===== src/rtl/gpio_display_ctrl_pkg.sv =====
// Shared types and constants for the GPIO display controller: FSM states,
// active-low segment glyphs ({g,f,e,d,c,b,a}) and double-dabble iteration count.
package gpio_disp_pkg;

  typedef enum logic [1:0] {IDLE, CONV, LOAD} state_t;

  localparam logic [6:0] SEG_BLANK = 7'b1111111;
  localparam logic [6:0] SEG_DASH  = 7'b0111111;

  // Index 0 is the glyph for digit 0 (lowest slice).
  localparam logic [9:0][6:0] SEG_GLYPH = {
    7'b0010000, 7'b0000000, 7'b1111000, 7'b0000010, 7'b0010010,
    7'b0011001, 7'b0110000, 7'b0100100, 7'b1111001, 7'b1000000
  };

  localparam int unsigned DD_ITERS = 32;

  // Largest value representable on the display: 10^digits - 1.
  function automatic logic [31:0] max_value(input int unsigned digits);
    logic [31:0] v;
    v = 32'd1;
    for (int unsigned i = 0; i < digits; i++) v = v * 32'd10;
    return v - 32'd1;
  endfunction

endpackage


===== src/rtl/gpio_display_ctrl_seg7.sv =====
// Combinational BCD nibble to active-low seven-segment decoder.
// Dash has priority over blank; non-decimal nibbles show blank.
module bcd_to_seg7
  import gpio_disp_pkg::*;
(
  input  logic [3:0] nibble,
  input  logic       blank,
  input  logic       dash,
  output logic [6:0] seg
);

  always_comb begin
    seg = SEG_BLANK;
    if (dash)                seg = SEG_DASH;
    else if (blank)          seg = SEG_BLANK;
    else if (nibble <= 4'd9) seg = SEG_GLYPH[nibble];
  end

endmodule


===== src/rtl/gpio_display_ctrl.sv =====
// GPIO display controller: iterative double-dabble of CPU writes onto
// seven-segment digits, plus switch synchronizer. Macro GPIO_DISP_BLANK_EN enables leading-zero blanking.
module gpio_display_ctrl
  import gpio_disp_pkg::*;
#(
  parameter int unsigned DIGITS      = 8,
  parameter int unsigned SW_WIDTH    = 18,
  parameter int unsigned SYNC_STAGES = 2
) (
  input  logic                  clk,
  input  logic                  rst_n,
  input  logic [31:0]           gpio_out,
  input  logic                  gpio_we,
  input  logic [SW_WIDTH-1:0]   sw,
  output logic [31:0]           gpio_in,
  output logic [7*DIGITS-1:0]   hex,
  output logic                  busy,
  output logic                  ovf
);

  localparam int unsigned BW      = 4 * DIGITS;
  localparam logic [31:0] MAX_VAL = max_value(DIGITS);

  state_t          state, state_next;
  logic [31:0]     bin, pend_data, src;
  logic [BW-1:0]   bcd, bcd_adj, disp;
  logic [4:0]      cnt;
  logic            ovf_flag, pend_valid;
  logic            take_pend, direct, start, capture, src_ovf, last_iter;
  logic [DIGITS-1:0] blank;

  // A pending write always wins over a fresh write in IDLE/LOAD; the fresh one
  // then becomes the new pending value so nothing is lost.
  always_comb begin
    take_pend = pend_valid && (state == IDLE || state == LOAD);
    direct    = (state == IDLE) && !pend_valid && gpio_we;
    start     = take_pend || direct;
    capture   = gpio_we && !direct;
    src       = take_pend ? pend_data : gpio_out;
    src_ovf   = src > MAX_VAL;
    last_iter = (cnt == 5'(DD_ITERS - 1));
  end

  always_ff @(posedge clk or negedge rst_n) begin
    if (!rst_n) state <= IDLE;
    else        state <= state_next;
  end

  always_comb begin
    state_next = state;
    case (state)
      IDLE:    if (start) state_next = src_ovf ? LOAD : CONV;
      CONV:    if (last_iter) state_next = LOAD;
      LOAD:    if (start) state_next = src_ovf ? LOAD : CONV;
               else       state_next = IDLE;
      default: state_next = IDLE;
    endcase
  end

  always_comb begin
    busy = (state != IDLE) || pend_valid;
  end

  always_comb begin
    bcd_adj = bcd;
    for (int unsigned i = 0; i < DIGITS; i++) begin
      if (bcd[4*i +: 4] >= 4'd5) bcd_adj[4*i +: 4] = bcd[4*i +: 4] + 4'd3;
    end
  end

  always_ff @(posedge clk or negedge rst_n) begin
    if (!rst_n) begin
      bin        <= '0;
      bcd        <= '0;
      cnt        <= '0;
      ovf_flag   <= 1'b0;
      ovf        <= 1'b0;
      disp       <= '0;
      pend_valid <= 1'b0;
      pend_data  <= '0;
    end else begin
      if (capture) begin
        pend_valid <= 1'b1;
        pend_data  <= gpio_out;
      end else if (take_pend) begin
        pend_valid <= 1'b0;
      end
      if (state == LOAD) begin
        disp <= bcd;
        ovf  <= ovf_flag;
      end
      if (start) begin
        bin      <= src;
        bcd      <= '0;
        cnt      <= '0;
        ovf_flag <= src_ovf;
      end else if (state == CONV) begin
        bcd <= {bcd_adj[BW-2:0], bin[31]};
        bin <= {bin[30:0], 1'b0};
        cnt <= cnt + 5'd1;
      end
    end
  end

`ifdef GPIO_DISP_BLANK_EN
  logic seen_nz;
  always_comb begin
    blank   = '0;
    seen_nz = 1'b0;
    for (int unsigned k = 0; k < DIGITS; k++) begin
      if (disp[4*(DIGITS-1-k) +: 4] != 4'd0) seen_nz = 1'b1;
      if (!seen_nz && k != DIGITS - 1) blank[DIGITS-1-k] = 1'b1;
    end
  end
`else
  always_comb begin
    blank = '0;
  end
`endif

  for (genvar g = 0; g < DIGITS; g++) begin : g_digit
    bcd_to_seg7 u_seg (
      .nibble (disp[4*g +: 4]),
      .blank  (blank[g]),
      .dash   (ovf),
      .seg    (hex[7*g +: 7])
    );
  end

  logic [SW_WIDTH-1:0] sync_q [SYNC_STAGES];

  always_ff @(posedge clk or negedge rst_n) begin
    if (!rst_n) begin
      for (int unsigned i = 0; i < SYNC_STAGES; i++) sync_q[i] <= '0;
    end else begin
      sync_q[0] <= sw;
      for (int unsigned i = 1; i < SYNC_STAGES; i++) sync_q[i] <= sync_q[i-1];
    end
  end

  assign gpio_in = 32'(sync_q[SYNC_STAGES-1]);

endmodule

===== config.mk =====
export PLATFORM = sky130hd
export DESIGN_NAME = gpio_display_ctrl
export DESIGN_NICKNAME = d
export VERILOG_FILES = /design/src/rtl/gpio_display_ctrl_pkg.sv /design/src/rtl/gpio_display_ctrl_seg7.sv /design/src/rtl/gpio_display_ctrl.sv
export SDC_FILE = /design/constraint.sdc
export NUM_CORES = 1
export LEC_CHECK = 0
export ABC_AREA = 1
export BUFFER_PORTS_ARGS = -buffer_cell sky130_fd_sc_hd__buf_2
export CAP_MARGIN = 20
export CORE_MARGIN = 3
export CORE_UTILIZATION = 29
export DETAILED_ROUTE_END_ITERATION = 8
export PLACE_DENSITY = 0.48
export SLEW_MARGIN = 0
export SYNTH_ARGS = -nofsm -noshare
export SYNTH_HDL_FRONTEND = slang
export SYNTH_HIERARCHICAL = 1
export SYNTH_SLANG_ARGS = --single-unit

===== constraint.sdc =====
create_clock -name clk -period 3.6 [get_ports clk]
set_input_delay 0.18 -clock clk [delete_from_list [all_inputs] [get_ports clk]]
set_output_delay 0.18 -clock clk [all_outputs]
set_load 0.02 [all_outputs]

==> impl_summary.md <==
Outcome
The flow ran to the end, and the final reports show no timing, DRC or antenna violations.

Critical path
The critical path goes through nand2_2 -> nand2_1 -> buf_4 -> nor2_4 -> inv_2 -> buf_4 -> o22ai_1. The largest fanout on the critical path is 41. The startpoint identified for the worst register-to-register timing path is pend_valid. The delay of the slowest cell on the worst path is between 0.7 and 0.8 ns. The slowest stage cell on the critical path is dfrtp_1. The endpoint identified for the worst register-to-register timing path is bcd[14].

The cell with the most instances on the worst path is buf_4. The critical path data required time is roughly 3.9 ns. The setup check on the worst reg-to-reg path leaves a slack of between 1 and 1.5 ns. The type of origin of the critical path is a register. The total buffers and inverters traversed by the critical path is 3. The worst-case reg-to-reg path depth is 7.

Data on the critical path arrives at its endpoint at about 2.7 ns. The nature of the critical path endpoint is a register. The critical path is of the register to register type. The top cell family by delay on the critical path is buffers and inverters.

Global route
The initial antenna violation count was 0. The first global-routing pass estimated 34900 um of wire. The number of global-route vias before repair came to roughly 7.0k. The overall fraction of global-route tracks in use is 0.122. The total overflow left after global routing is 0. Entering global routing, the biggest net connects 73 pins.

Power
Summed over all cells, the static leakage comes to 5.18 nW. Summing internal, switching and leakage power gives between 0.006 and 0.007 W. The worst supply voltage drop on vdd is roughly 250 uV.

Of the total power, the share spent switching nets is 0.369. The power spent charging and discharging nets is between 0.002 and 0.0025 W. For this design the ratio of total power to cell area is 578 mW/mm^2.

Cell internal power was estimated by the tool at between 0.004 and 0.005 W. The sequential share of power is 0.386. Of the total power, combinational logic draws 0.311. The clock group share of total power is 0.302.

Min path
The class of the most critical hold timing path is input pin to register. The endpoint with the worst hold slack is pend_data[30]. The hold path startpoint is gpio_out[30]. Along the worst hold path, the cell count comes to 3.

CTS
The H-tree was split into 4 levels. The CTS tree is done. The clock net in this run drives a total of 174 sinks. The count of hold buffers inserted by post-cts repair is 33.

The total CTS buffers is 17. The clock reaches the later pin of the worst-skew pair after roughly 0.43 ns. Once the clock tree was built, the setup fixing pass inserted 0 buffers. The post-cts resize count is 0. The clock passes through at most 2 buffers.

The cell chosen for the clock root is clkbuf_16. Clock-pin slew was measured on the worst setup and hold paths at roughly 0.070 ns.

Timing
The final critical delay including setup and external delays is between 2 and 2.5 ns. Derived from the worst setup path, the maximum achievable clock frequency is just over 400 MHz. The transition at the pin with the smallest max-transition slack is 0.955 ns. The number of hold violations in the final report is 0. Of the available clock period, the critical path in the final layout requires 0.687. The setup-violating endpoint count in the final report is 0. The setup TNS is 0 ns. Setup repair after global routing left no endpoint under its margin.

The clock arrives with around 0.013 ns of skew. The worst slew slack as a fraction of its limit is 0.362. The final number of max-transition violations came to 0.

On the final layout, the worst hold slack is 0.0284 ns.

Die
The core footprint is around 0.032 sq mm. Row generation in the floorplan step produced 65 rows. The die boundary width is 186 um. The initial utilization of the core area, before any placement, comes to 0.296. The die height is approximately 190 um. The total I/O pin count is roughly 140. The die area is between 0.03 and 0.04 sq mm.

Synthesis
The number of distinct standard cells referenced by the synthesized netlist is 35. Synthesis handed over a netlist of 1105 instances. By area the synthesized netlist is led by dfrtp_1, nand2_1, ha_1. The post-synthesis sequential area ratio is 0.462. The mapped netlist covers roughly 0.0094 sq mm. The warning count from the yosys run is 6.

The share of synthesized area in the top cell type comes to 0.462. The post-synthesis area per instance is between 8 and 9 sq um. Summed over all instances, the cell type with the most area after synthesis is dfrtp_1.

The number of storage elements in the synthesis netlist is roughly 170.

Placement
At the end of routability-driven placement, the weighted congestion stood at approximately 0.75. The count of buffers added on input and output ports is ~130. In this run, placement finished with an instance count of 1630. After legalization and detailed placement, the total HPWL measured around 14000 um.

The placement-stage cell area is 0.0104 sq mm.

Final layout
Of the cells placed in the final design, the portion with a size suffix greater than 1 is 0.203. After routing the design area is ~0.011 sq mm. After the flow finishes, the layout carries non-filler instances totaling 1696. The number of diodes added for antenna fixing is 0. The number of nets in the finished design is roughly 1.4k. The growth of design area from synthesis to finish is 20.2%.

Drt
The via density per instance is roughly 4.3. The count of nets left with antenna violations once routing finished came out at 0. The initial detailed-routing violation count is 379. The first-pass iteration count of the detailed router is 5.

After detailed routing, the number of remaining DRC violations is 0. The routed layout has approximately 7.3k vias. After detailed routing, the average wire length per cell comes to between 10 and 15 um. The total length of routed wires is around 21000 um.

Flow run
Across the run, the number of max-cap violations was 0.
==> flip-flops by register name, indices dropped and copies added (netlist names) <==
name / flops
sync_q: 18
pend_valid: 1
bin: 32
state: 2
gpio_in: 18
ovf_flag: 1
cnt: 5
bcd: 32
pend_data: 32
disp: 32
ovf: 1
==> final cells by class <==
type	count	area, sq um
fill	3352	20500
timing repair buffer	171	1070
inverter	155	582
clock inverter	15	198
clock buffer	17	425
multi-input combinational	729	4150
sequential	174	4350
tap	435	544
==> logic make-up (layout without fill, tap and decap cells) <==
logic type	after synthesis	count (layout)	synth area share
mux	16	16	0.0191
fa+ha+maj	58	58	0.0770
other cells	1	22	0.000398
xor+xnor	11	11	0.0102
simple gates	434	434	0.209
compound gates	188	188	0.117
buf+inv	223	358	0.106
flops	174	174	0.462
==> worst min-delay path: cells and delay by family <==
| kind | cells | cell delay (ns) |
|---|---|---|
| compound gates | 1 | 0.08 |
| buf+inv | 2 | 0.16 |
==> power by group through the flow <==
stage               combinational, W  clock [W]  sequential (W)
finish                       0.00204    0.00198         0.00253
global route                 0.00232    0.00212         0.00258
CTS                          0.00207    0.00204         0.00253
detailed placement           0.00204          0         0.00257
global placement             0.00202          0         0.00257
floorplan                    0.00148          0         0.00254
==> layer usage <==
metal / up-vias / GRT usage / part of all wire
li1: 3804 / - / -
met1: 3357 / 0.175 / 0.50
met2: 142 / 0.193 / 0.44
met3: 15 / 0.0228 / 0.041
met4: 0 / 0.0304 / 0.011
met5: - / 0 / 0
==> cell usage in the layout (no fill, tap or decap), drive strengths merged, types with 13 or more instances in the layout <==
cell / instances
a221oi: 13
buf: 137
clkbuf: 17
conb: 22
dfrtp: 174
dlygate4sd3: 34
ha: 58
inv: 164
mux2: 16
nand2: 270
nand3: 75
nor2: 68
o21ai: 100
o22ai: 45
==> cells in the mapped netlist <==
cell,n
buf_6,2
nor2_4,10
buf_2,14
conb_1,1
xor2_1,11
or2_2,8
ha_1,58
nor3_1,7
a211oi_1,5
nor2_1,56
buf_4,34
a221oi_1,13
nor2_2,2
nand3b_1,4
o21ai_0,98
o22ai_1,45
o21ai_2,1
nand3_1,67
clkbuf_1,17
o211ai_1,10
buf_1,1
o221ai_1,1
o21ai_1,1
mux2_2,16
inv_2,13
a22o_1,2
nand2_1,243
inv_1,142
nand2_2,27
nor3b_2,1
a31oi_1,1
nand3_2,8
nand4_1,1
dfrtp_1,174
a21oi_1,11
==> worst max-delay path by stage <==
stage               cells past startpoint  slack (ns)            end  startpoint
floorplan                               6        1.99  pend_data[10]  pend_valid
global placement                        7        1.16        bcd[13]  pend_valid
detailed placement                      7        1.13         bcd[9]  pend_valid
CTS                                     7        1.13         bcd[9]  pend_valid
global route                            7        0.88         bcd[9]  pend_valid
finish                                  7        1.13        bcd[14]  pend_valid
==> stage by stage <==
| step | setup WS, ns | utilization |
|---|---|---|
| after CTS | 1.13 | 0.356 |
| final | 1.13 | 0.356 |
| after global placement | 1.16 | 0.326 |
| after floorplan | 1.99 | - |
| after detailed placement | 1.13 | 0.326 |
| after global routing | 0.880 | 0.356 |
Power figures use the tool's default switching activity.
